===== src/rtl/calc_op_sequencer.sv =====
// Serially loads opcode and operands, starts the ALU and waits for it (bounded by TIMEOUT), then shifts the result out.
// Start edge to first out_valid: OPW+2*WIDTH+N+2 cycles; valid_data gaps stall loading, output has no backpressure.
module calc_op_sequencer #(
  parameter int WIDTH   = 4,
  parameter int OPW     = 2,
  parameter int TIMEOUT = 16
) (
  input  logic             clk,
  input  logic             reset,
  input  logic             active,
  input  logic             mode,
  input  logic             valid_data,
  input  logic             data_bit,
  input  logic             alu_done,
  input  logic [WIDTH-1:0] alu_result,
  output logic [OPW-1:0]   op_code,
  output logic [WIDTH-1:0] operand_a,
  output logic [WIDTH-1:0] operand_b,
  output logic             alu_start,
  output logic             out_bit,
  output logic             out_valid,
  output logic             busy,
  output logic             done,
  output logic             error
);

  typedef enum logic [2:0] {
    S_IDLE, S_LOAD_OP, S_LOAD_A, S_LOAD_B, S_EXEC, S_WAIT, S_OUT, S_DONE
  } state_t;

  localparam int LW = (WIDTH > OPW) ? WIDTH : OPW;
  localparam int CW = $clog2(LW + 1);
  localparam int TW = $clog2(TIMEOUT + 1);

  state_t         state, state_n;
  logic           active_q;
  logic           mode_q;
  logic [CW-1:0]  cnt;
  logic [TW-1:0]  tcnt;
  logic [WIDTH-1:0] res_q;
  logic           start;
  logic           load_last;
  logic           out_last;
  logic           wait_timeout;
  logic [CW-1:0]  out_idx;
  logic           out_sel;

  assign start        = active & ~active_q & (state == S_IDLE);
  assign load_last    = (state == S_LOAD_OP) ? (cnt == CW'(OPW - 1)) : (cnt == CW'(WIDTH - 1));
  assign out_last     = (cnt == CW'(WIDTH - 1));
  assign wait_timeout = (tcnt == TW'(TIMEOUT - 1));
  assign out_idx      = mode_q ? cnt : (CW'(WIDTH - 1) - cnt);
  assign out_sel      = |(res_q & (WIDTH'(1) << out_idx));
  assign busy         = (state != S_IDLE);

  always_ff @(posedge clk) begin
    if (reset) state <= S_IDLE;
    else       state <= state_n;
  end

  always_comb begin
    state_n   = state;
    alu_start = 1'b0;
    done      = 1'b0;
    case (state)
      S_IDLE:    if (start) state_n = S_LOAD_OP;
      S_LOAD_OP: if (valid_data && load_last) state_n = S_LOAD_A;
      S_LOAD_A:  if (valid_data && load_last) state_n = S_LOAD_B;
      S_LOAD_B:  if (valid_data && load_last) state_n = S_EXEC;
      S_EXEC: begin
        alu_start = 1'b1;
        state_n   = S_WAIT;
      end
      S_WAIT: begin
        if (alu_done)          state_n = S_OUT;
        else if (wait_timeout) state_n = S_DONE;
      end
      S_OUT:     if (out_last) state_n = S_DONE;
      S_DONE: begin
        done    = 1'b1;
        state_n = S_IDLE;
      end
      default:   state_n = S_IDLE;
    endcase
  end

  always_ff @(posedge clk) begin
    if (reset) begin
      active_q  <= 1'b0;
      mode_q    <= 1'b0;
      cnt       <= '0;
      tcnt      <= '0;
      res_q     <= '0;
      op_code   <= '0;
      operand_a <= '0;
      operand_b <= '0;
      error     <= 1'b0;
      out_bit   <= 1'b0;
      out_valid <= 1'b0;
    end else begin
      active_q  <= active;
      out_valid <= 1'b0;
      out_bit   <= 1'b0;
      case (state)
        S_IDLE: begin
          if (start) begin
            mode_q    <= mode;
            op_code   <= '0;
            operand_a <= '0;
            operand_b <= '0;
            error     <= 1'b0;
            cnt       <= '0;
          end
        end
        // LSB-first writes the bit at position cnt; MSB-first shifts it in at the bottom
        S_LOAD_OP: begin
          if (valid_data) begin
            op_code <= mode_q ? ((op_code & ~(OPW'(1) << cnt)) | (OPW'(data_bit) << cnt))
                              : ((op_code << 1) | OPW'(data_bit));
            cnt     <= load_last ? '0 : cnt + 1'b1;
          end
        end
        S_LOAD_A: begin
          if (valid_data) begin
            operand_a <= mode_q ? ((operand_a & ~(WIDTH'(1) << cnt)) | (WIDTH'(data_bit) << cnt))
                                : ((operand_a << 1) | WIDTH'(data_bit));
            cnt       <= load_last ? '0 : cnt + 1'b1;
          end
        end
        S_LOAD_B: begin
          if (valid_data) begin
            operand_b <= mode_q ? ((operand_b & ~(WIDTH'(1) << cnt)) | (WIDTH'(data_bit) << cnt))
                                : ((operand_b << 1) | WIDTH'(data_bit));
            cnt       <= load_last ? '0 : cnt + 1'b1;
          end
        end
        S_EXEC: tcnt <= '0;
        S_WAIT: begin
          if (alu_done) begin
            res_q <= alu_result;
            cnt   <= '0;
          end else if (wait_timeout) begin
            error <= 1'b1;
            res_q <= '0;
          end else begin
            tcnt <= tcnt + 1'b1;
          end
        end
        S_OUT: begin
          out_valid <= 1'b1;
          out_bit   <= out_sel;
          cnt       <= out_last ? '0 : cnt + 1'b1;
        end
        default: ;
      endcase
    end
  end

endmodule


===== config.mk =====
export PLATFORM = sky130hd
export DESIGN_NAME = calc_op_sequencer
export DESIGN_NICKNAME = d
export VERILOG_FILES = /design/src/rtl/calc_op_sequencer.sv
export SDC_FILE = /design/constraint.sdc
export NUM_CORES = 1
export LEC_CHECK = 0
export ABC_AREA = 1
export CORE_ASPECT_RATIO = 0.75
export CORE_UTILIZATION = 25
export DETAILED_ROUTE_END_ITERATION = 10
export GPL_TIMING_DRIVEN = 0
export SLEW_MARGIN = 20
export SYNTH_ARGS = -nofsm -noshare
export SYNTH_HDL_FRONTEND = slang
export SYNTH_SLANG_ARGS = --single-unit

===== constraint.sdc =====
create_clock -name clk -period 3.27 [get_ports clk]
set_input_delay 0.327 -clock clk [delete_from_list [all_inputs] [get_ports clk]]
set_output_delay 0.327 -clock clk [all_outputs]
set_load 0.02 [all_outputs]

After elaboration in Yosys (flattened, before gate mapping)
Index checks and enable logic that the tools add are counted.
{"block": "op_classes", "addsub": 3, "n_eq_ne": 24, "shift": 5, "muxes": 39, "n_bitwise": 16, "n_reduce_logical": 22}
{"cell": "$mux 3", "count": 13}
{"cell": "$mux 4", "count": 7}
{"cell": "$pmux 3 s8", "count": 1}
{"cell": "$ne 2x2->1 const B", "count": 11}
{"cell": "$pmux 4 s2", "count": 2}
{"cell": "$and 4x4->4", "count": 3}
{"cell": "$eq 3x3->1 const B", "count": 4}
{"cell": "$pmux 3 s4", "count": 1}
{"cell": "$reduce_and 3->1", "count": 4}
{"cell": "$reduce_bool 2->1", "count": 6}
{"cell": "$mux 5", "count": 2}
{"cell": "$pmux 5 s2", "count": 1}
{"cell": "$eq 3x2->1 const B", "count": 3}
{"cell": "$or 4x1->4", "count": 2}
{"cell": "$or 4x4->4", "count": 2}
{"cell": "$reduce_and 4->1", "count": 2}
{"cell": "$shl 1x3->4 const A", "count": 2}
{"cell": "$mux 1", "count": 7}
{"cell": "$eq 3x1->1 const B", "count": 2}
{"cell": "$mux 2", "count": 3}
{"cell": "$reduce_and 6->1", "count": 1}
{"cell": "$add 5x1->5 const B", "count": 1}
{"cell": "$eq 5x4->1 const B", "count": 1}
{"cell": "$ne 2x1->1 const B", "count": 2}
{"cell": "other kinds (23)", "count": 26}
{"block": "totals", "regBits": 30, "inputBits": 11, "out_inout_bits": 16, "wordCells": 121}

Longest topological paths before layout
Gate-level depths: netlist of run 1.
{"block": "logic_depth", "depth_word": 7, "depth_mapped": 13}

Worst setup path before layout of run 1
Ideal clock, no wire load.
{"block": "synth_timing", "kind": "register to register", "startpoint": "register tcnt[0]", "endpoint": "register state[0]", "setup_time_ps": 113, "arrival_ps": 1480, "required_ps": 3157, "slack_ps": 1677, "stages_incl_launch_ff": 14, "path_buffers": 0, "period_less_slack_ps": 1593, "path_cell_list": "dfxtp_1 > ha_1 > inv_1 > nor3_1 > ha_1 > inv_1 > nand2_1 > nor2_1 > nor2_1 > nand2_2 > nor2_4 > nand2_1 > nand2_1 > nor2_1"}
{"block": "synth_between", "elab_chain_cells": 3}
{"item": "start, declared", "line_no": "39", "text": "logic [TW-1:0] tcnt;"}
{"item": "start signal, assigned", "line_no": "146", "text": "tcnt <= tcnt + 1'b1;"}
{"item": "$eq 5x4->1", "line_no": "51", "text": "assign wait_timeout = (tcnt == TW'(TIMEOUT - 1));"}
{"item": "$ne 3x3->1 (no source line)"}
{"item": "$reduce_and 6->1 (no source line)"}
{"item": "end signal, assigned", "line_no": "58", "text": "else state <= state_n;"}
{"item": "end, declared", "line_no": "35", "text": "state_t state, state_n;"}
Every way passes these cells.
A chain may end at the register's enable or synchronous reset.

Final worst setup path of run 1
{"block": "layout_timing", "startpoint": "register state[0]", "endpoint": "output port alu_start"}
{"block": "layout_between", "elab_chain_cells": 2}
{"item": "$eq 3x3->1", "line_no": "65", "text": "case (state)"}
{"item": "$mux 1", "line_no": "65"}
{"item": "end, declared", "line_no": "19", "text": "output logic alu_start,"}
Every way passes these cells.

==> results of run 1 <==
through the flow:
step	instances	worst slack [ns]	utilization [%]	hold slack, ns
after floorplan	282	1.68	-	0.435
after global placement	408	1.37	31.4	0.449
after detailed placement	408	1.34	31.4	0.450
after CTS	416	1.02	32.6	0.459
after global routing	416	0.924	32.6	0.467
final	416	1.07	32.6	0.452
cells in the mapped netlist (2+ instances only):
master    instances  share of area (%)
nand2_1          60                 11
nor2_1           37                7.1
dfxtp_1          30                 31
inv_1            30                5.7
a21oi_1          25                6.4
ha_1             11                7.0
o21ai_0          11                2.8
nand3_1           9                2.3
nand2_2           8                2.5
nor2_4            6                3.4
inv_2             5               0.95
nand2_4           5                2.9
nand4_1           5                1.6
buf_2             4                1.0
or2_2             4                1.3
a21oi_2           3                1.3
a31oi_1           3               0.95
nor3_1            3               0.76
o211ai_1          3                1.1
o21ai_2           3                1.3
clkbuf_1          2               0.38
o21ai_1           2               0.51
o31ai_1           2               0.76
worst max-delay path, delay by kind of cell, from the launching register on:
| family | cells | cell delay [ns] |
|---|---|---|
| flip-flops | 1 | 0.36 |
| adder cells (fa/ha/maj) | 1 | 0.32 |
| buffers and inverters | 3 | 0.76 |
| AND/OR/NAND/NOR | 1 | 0.15 |
layer usage:
layer	wire length [um]	GRT usage, %	share of wire (%)	vias to the layer above
met1	2400	17.0	50	825
met2	1980	18.1	41	73
met4	53	4.71	1.1	0
met3	385	3.12	8.0	7
li1	-	-	-	968
met5	0	0	0	-
flip-flops by register name (all words and copies together), names as in the netlist:
register / count
op_code: 2
out_valid: 1
error: 1
operand_b: 4
cnt: 3
active_q: 1
operand_a: 4
mode_q: 1
tcnt: 5
res_q: 4
out_bit: 1
state: 3
kinds of logic after synthesis:
group,Yosys count,synth area share (%)
AOI/OAI and AO/OA,53,15.6
xor gates and xnor gates,2,0.891
adders and majority gates,11,7.00
buffers and inverters,44,9.29
DFF,30,30.6
and+or+nand+nor,142,36.7
worst max-delay path by stage:
stage	start	slack [ns]	to	cells after the start
after global placement	state[0]	1.37	alu_start	5
after floorplan	tcnt[0]	1.68	state[0]	13
after global routing	state[0]	0.92	alu_start	5
after detailed placement	state[0]	1.34	alu_start	5
after CTS	state[0]	1.02	alu_start	5
final	state[0]	1.07	alu_start	5
power by group:
group	internal [mW]	leakage [nW]	switching, mW
Sequential	0.414	0.243	0.0401
Clock	0.169	0.0472	0.154
Combinational	0.331	0.699	0.590
Total	0.914	0.990	0.784
final cells by class:
class / instances / area (um2)
Multi-Input combinational cell: 208 / 1180
Fill cell: 799 / 5030
Clock inverter: 2 / 12.5
Timing Repair Buffer: 25 / 250
Tap cell: 101 / 126
Buffer: 7 / 38.8
Clock buffer: 6 / 82.6
Inverter: 37 / 144
Sequential cell: 30 / 601
==> results.md, run 1 <==
- Status: completed
- Vias per cell: 4.50
- Unrepaired setup endpoints after global routing: false
- Share of cells above drive strength 1: 16.8%
- Final Hold Fails: 0
- Final Power: 1.70 mW
- Drt first-iter violations: 135
- Commonest non-fill, non-tap cell in the layout: nand2_1
- Asr flop ratio synth: 0%
- Yosys cell types: 34
- Sequential area share after synthesis: 30.6%
- PD cells: 697 nW/um2
- Initial core utilization: 26.3%
- Worst endpoint required time: 2.94 ns
- Core ar.: 7470 um2
- Total Neg Setup Slack: 0 ns
- Initial antenna violation count: 0
- GRT Residual Overflow: 0
- Num rows: 27
- First-pass GRT wire length: 8.00 mm
- DPL Wire Length: 3.79 mm
- CP Cell Sequence: inv_1 -> ha_1 -> nand2_1 -> inv_1 -> clkdlybuf4s50_1
- Post-CTS setup buffer count: 0
- Fin crit share: 67.4%
- Die footprint: 8220 um2
- Worst R2R Path Depth: 13
- Pin count of the biggest net entering global routing: 11
- Die height: 78.8 um
- Worst VDD drop: 251 uV
- Startpoint Class: flop
- Post-synth EDFFs: 0
- Yosys warns: 0
- Final antenna-violating net count: 0
- Gr usage total: 12.3%
- Mapped cell area: 1970 um2
- Cell Area, Placed: 2340 um2
- Final Slew Violations: 0
- Critical Path End Type: output pin
- Root buf cell: clkbuf_8
- Mapped Cells: 282
- CTS sink cnt: 30
- Hold Path Origin: reset
- Vias: 1,873
- LEAKAGE: 0.990 nW
- # IOs: 27
- Post-CTS sizing: 0
- Worst-margin pin slew: 0.573 ns
- CTS buffer count: 5
- Layout area overhead: 24.0%
- Synthesized Nets: 304
- Max cap viols: 0
- Placer Congestion: 0.833
- Final instance area: 2440 um2
- Die width: 104 um
- Number of global-route vias before repair: 1,677
- Final setup violating endpoints: 0
- Drt wl/cell: 11.6 um
- Maximum operating frequency: 454 MHz
- Crit-path max FO: 6
- Max Root-Sink Buffers: 2
- Clk pin slew, worst setup/hold paths: 0.07 ns
- Seq cells post-synth: 30
- # DRC: 0
- Most numerous cell on the critical path: inv_1
- Slowest-stage cell, CP: clkdlybuf4s50_1
- Primary FF master, synth: dfxtp_1
- Total wire length: 4.82 mm
- Most frequent cells in the layout: nand2_1 (60), nor2_1 (37), inv_1 (30), dfxtp_1 (30)
- Clk_skew: 0.00194 ns
- Final nets: 336
- Arr. time, crit path: 1.88 ns
- Hold buffer count at cts: 0
- N_diodes: 0
- Worst Hold Depth: 2
- Hold EP: operand_a[0]
- Critical R2R Capture: state[0]
- CTS tree: built
- H-tree Lvls: 2
- Hold crit path type: in -> reg
- Slowest Stage Delay on Critical Path: 0.59 ns
- Rel. slew slack: 61.8%
- Crit Path Class: reg -> out
- First-pass DRT Iterations: 5
- R2r setup slk: 1.46 ns
- Clk_lat worst skew: 0.28 ns
- Worst r2r src: tcnt[0]
- Syn Area/Cell: 6.97 um2
- # port buffers: 25
- Crit path time final: 2.20 ns
Power figures use the tool's default switching activity.
==> run 2: changes to the inputs <==
clock period = 2.1 ns   (was 3.27 ns; I/O delays follow)
==> run 2 against run 1 <==
Utilization increased by 0.10 points. Sequential share of layout area is 0.076 points lower. Critical path type unchanged. Setup slack worse by 0.93 ns. Sequential power increased by 56%. Clock skew barely moved. Largest power group unchanged. Non-clock buffer count unchanged. Clock power increased by 56%. Global-route usage hardly changed. First-iteration DRC count up 3.7%.
==> results.md, run 2 (synthesis results as in run 1) <==
- CP top delay family: buffers and inverters (unchanged)
- First-pass GRT wire length: 8.02 mm (was 8.00 mm)
- # IOs: 27 (unchanged)
- Vias: 1,889 (was 1,873)
- Final antenna-violating net count: 0 (unchanged)
- Placer Congestion: 0.833 (unchanged)
- DPL Wire Length: 3.79 mm (unchanged)
- CP Cell Sequence: inv_1 -> ha_2 -> nand2_8 -> clkdlybuf4s50_1 (was inv_1 -> ha_1 -> nand2_1 -> inv_1 -> clkdlybuf4s50_1)
- Arr. time, crit path: 1.75 ns (was 1.88 ns)
- Clk pin slew, worst setup/hold paths: 0.07 ns (about the same)
- N_diodes: 0 (unchanged)
- Share of cells above drive strength 1: 17.5% (was 16.8%)
- Crit path time final: 1.96 ns
- Most frequent cells in the layout: nand2_1 (60), nor2_1 (37), inv_1 (30), dfxtp_1 (30), a21oi_1 (25) (was nand2_1 (60), nor2_1 (37), inv_1 (30), dfxtp_1 (30))
- Layout area overhead: 24.4% (was 24.0%)
- Number of global-route vias before repair: 1,682 (was 1,677)
- Crit-path max FO: 6 (unchanged)
- Worst path bufs/invs: 2 (was 3)
- Critical Path End Type: output pin (unchanged)
- Num rows: 27 (unchanged)
- Final Hold Fails: 0 (unchanged)
- Clock power share: 18.9% (was 19.0%)
- Worst VDD drop: 396 uV (was 251 uV)
- Sequential cell area: 601 um2 (unchanged)
- Initial antenna violation count: 0 (unchanged)
- Final Power: 2.66 mW (was 1.70 mW)
- Final nets: 336 (unchanged)
- Fillers: 799 (unchanged)
- Clk_skew: 0.00162 ns (was 0.00194 ns)
- Worst-margin pin slew: 0.571 ns (was 0.573 ns)
- Max Root-Sink Buffers: 2 (unchanged)
- Worst endpoint required time: 1.89 ns (was 2.94 ns)
- Fin crit share: 93.4%
- Unrepaired setup endpoints after global routing: false (unchanged)
- Hold crit path type: in -> reg (unchanged)
- Total Neg Setup Slack: 0 ns (unchanged)
- Die width: 104 um (unchanged)
- Crit Path Class: reg -> out (unchanged)
- Die footprint: 8220 um2 (unchanged)
- CTS tree: built (unchanged)
- Hold buffer count at cts: 0 (unchanged)
- Final Slew Violations: 0 (unchanged)
- CTS sink cnt: 30 (unchanged)
- Max cap viols: 0 (unchanged)
- Area occupied by multi-input gates: 1190 um2 (was 1180 um2)
- # port buffers: 25 (unchanged)
- Drt wl/cell: 11.7 um (was 11.6 um)
- Root buf cell: clkbuf_8 (unchanged)
- Maximum operating frequency: 510 MHz
- Final setup violating endpoints: 0 (unchanged)
- Status: completed (unchanged)
- Seq pwr share: 26.6% (was 26.7%)
- Most flops, register: tcnt (unchanged)
- Gr usage total: 12.3% (about the same)
- LEAKAGE: 1.00 nW (was 0.990 nW)
- Vias per cell: 4.54 (was 4.50)
- Drt first-iter violations: 140 (was 135)
- Slowest-stage cell, CP: clkdlybuf4s50_1 (unchanged)
- Pin count of the biggest net entering global routing: 11 (unchanged)
- Comb pwr share: 54.5% (was 54.2%)
- Total wire length: 4.89 mm (was 4.82 mm)
- Max reg flops: 5 (unchanged)
- Die height: 78.8 um (unchanged)
- # DRC: 0 (unchanged)
- Rel. slew slack: 61.9% (was 61.8%)
- Startpoint Class: flop (unchanged)
- Clk_lat worst skew: 0.28 ns (about the same)
- H-tree Lvls: 2 (unchanged)
- First-pass DRT Iterations: 5 (unchanged)
- Cell Int Power: 1.43 mW (was 914 uW)
- PD cells: 1090 nW/um2 (was 697 nW/um2)
- GRT Residual Overflow: 0 (unchanged)
- Core ar.: 7470 um2 (unchanged)
- CTS buffer count: 5 (unchanged)
- Switching Share: 46.3% (was 46.2%)
- Slowest Stage Delay on Critical Path: 0.61 ns (was 0.59 ns)
- Initial core utilization: 26.3% (unchanged)
- Commonest non-fill, non-tap cell in the layout: nand2_1 (unchanged)
- NetSw: 1.23 mW (was 784 uW)
run 2: stage by stage:
step,instance area (um2),hold slack [ns],instances,worst slack [ns],util [%]
3_3_place_gp,2340,0.449,408,0.315,31.4
5_1_grt,2440,0.350,416,0.00350,32.7
2_1_floorplan,1970,0.335,282,0.507,-
6_report,2440,0.335,416,0.139,32.7
3_5_place_dp,2340,0.450,408,0.291,31.4
4_1_cts,2440,0.347,416,0.0567,32.7
run 2: cell type report:
type / count / area share [%]
Multi-Input combinational cell: 208 / 48.6
Tap cell: 101 / 5.17
Clock inverter: 2 / 0.512
Inverter: 37 / 5.89
Timing Repair Buffer: 25 / 10.3
Buffer: 7 / 1.59
Clock buffer: 6 / 3.38
Sequential cell: 30 / 24.6
run 2: worst paths after layout:
check,start,end,slack [ns],depth (start not counted)
max reg2reg,tcnt[0],state[0],0.27,13
max,state[0],busy,0.14,4
min,reset,operand_a[0],0.34,2
min reg2reg,res_q[0],res_q[0],0.46,2
run 2: power groups by stage:
stage	clock, mW	sequential [mW]	combinational (mW)
2_1_floorplan	0	0.735	1.08
3_3_place_gp	0	0.717	1.41
3_5_place_dp	0	0.721	1.43
4_1_cts	0.522	0.708	1.44
5_1_grt	0.551	0.721	1.60
6_report	0.503	0.707	1.45
run 2: routing by layer:
metal  vias up  share of wire, %  GRT usage, %
li1        969                 -             -
met1       848                50          17.0
met2        66                42          18.3
met3         6               6.5          3.12
met4         0               1.0          4.71
met5         -                 0             0
run 2: timing repair:
| action | in CTS | in global routing |
|---|---|---|
| buffers inserted | 0 | 0 |
| setup endpoints to repair | 1 | 2 |
| gates resized for setup | 1 | 2 |
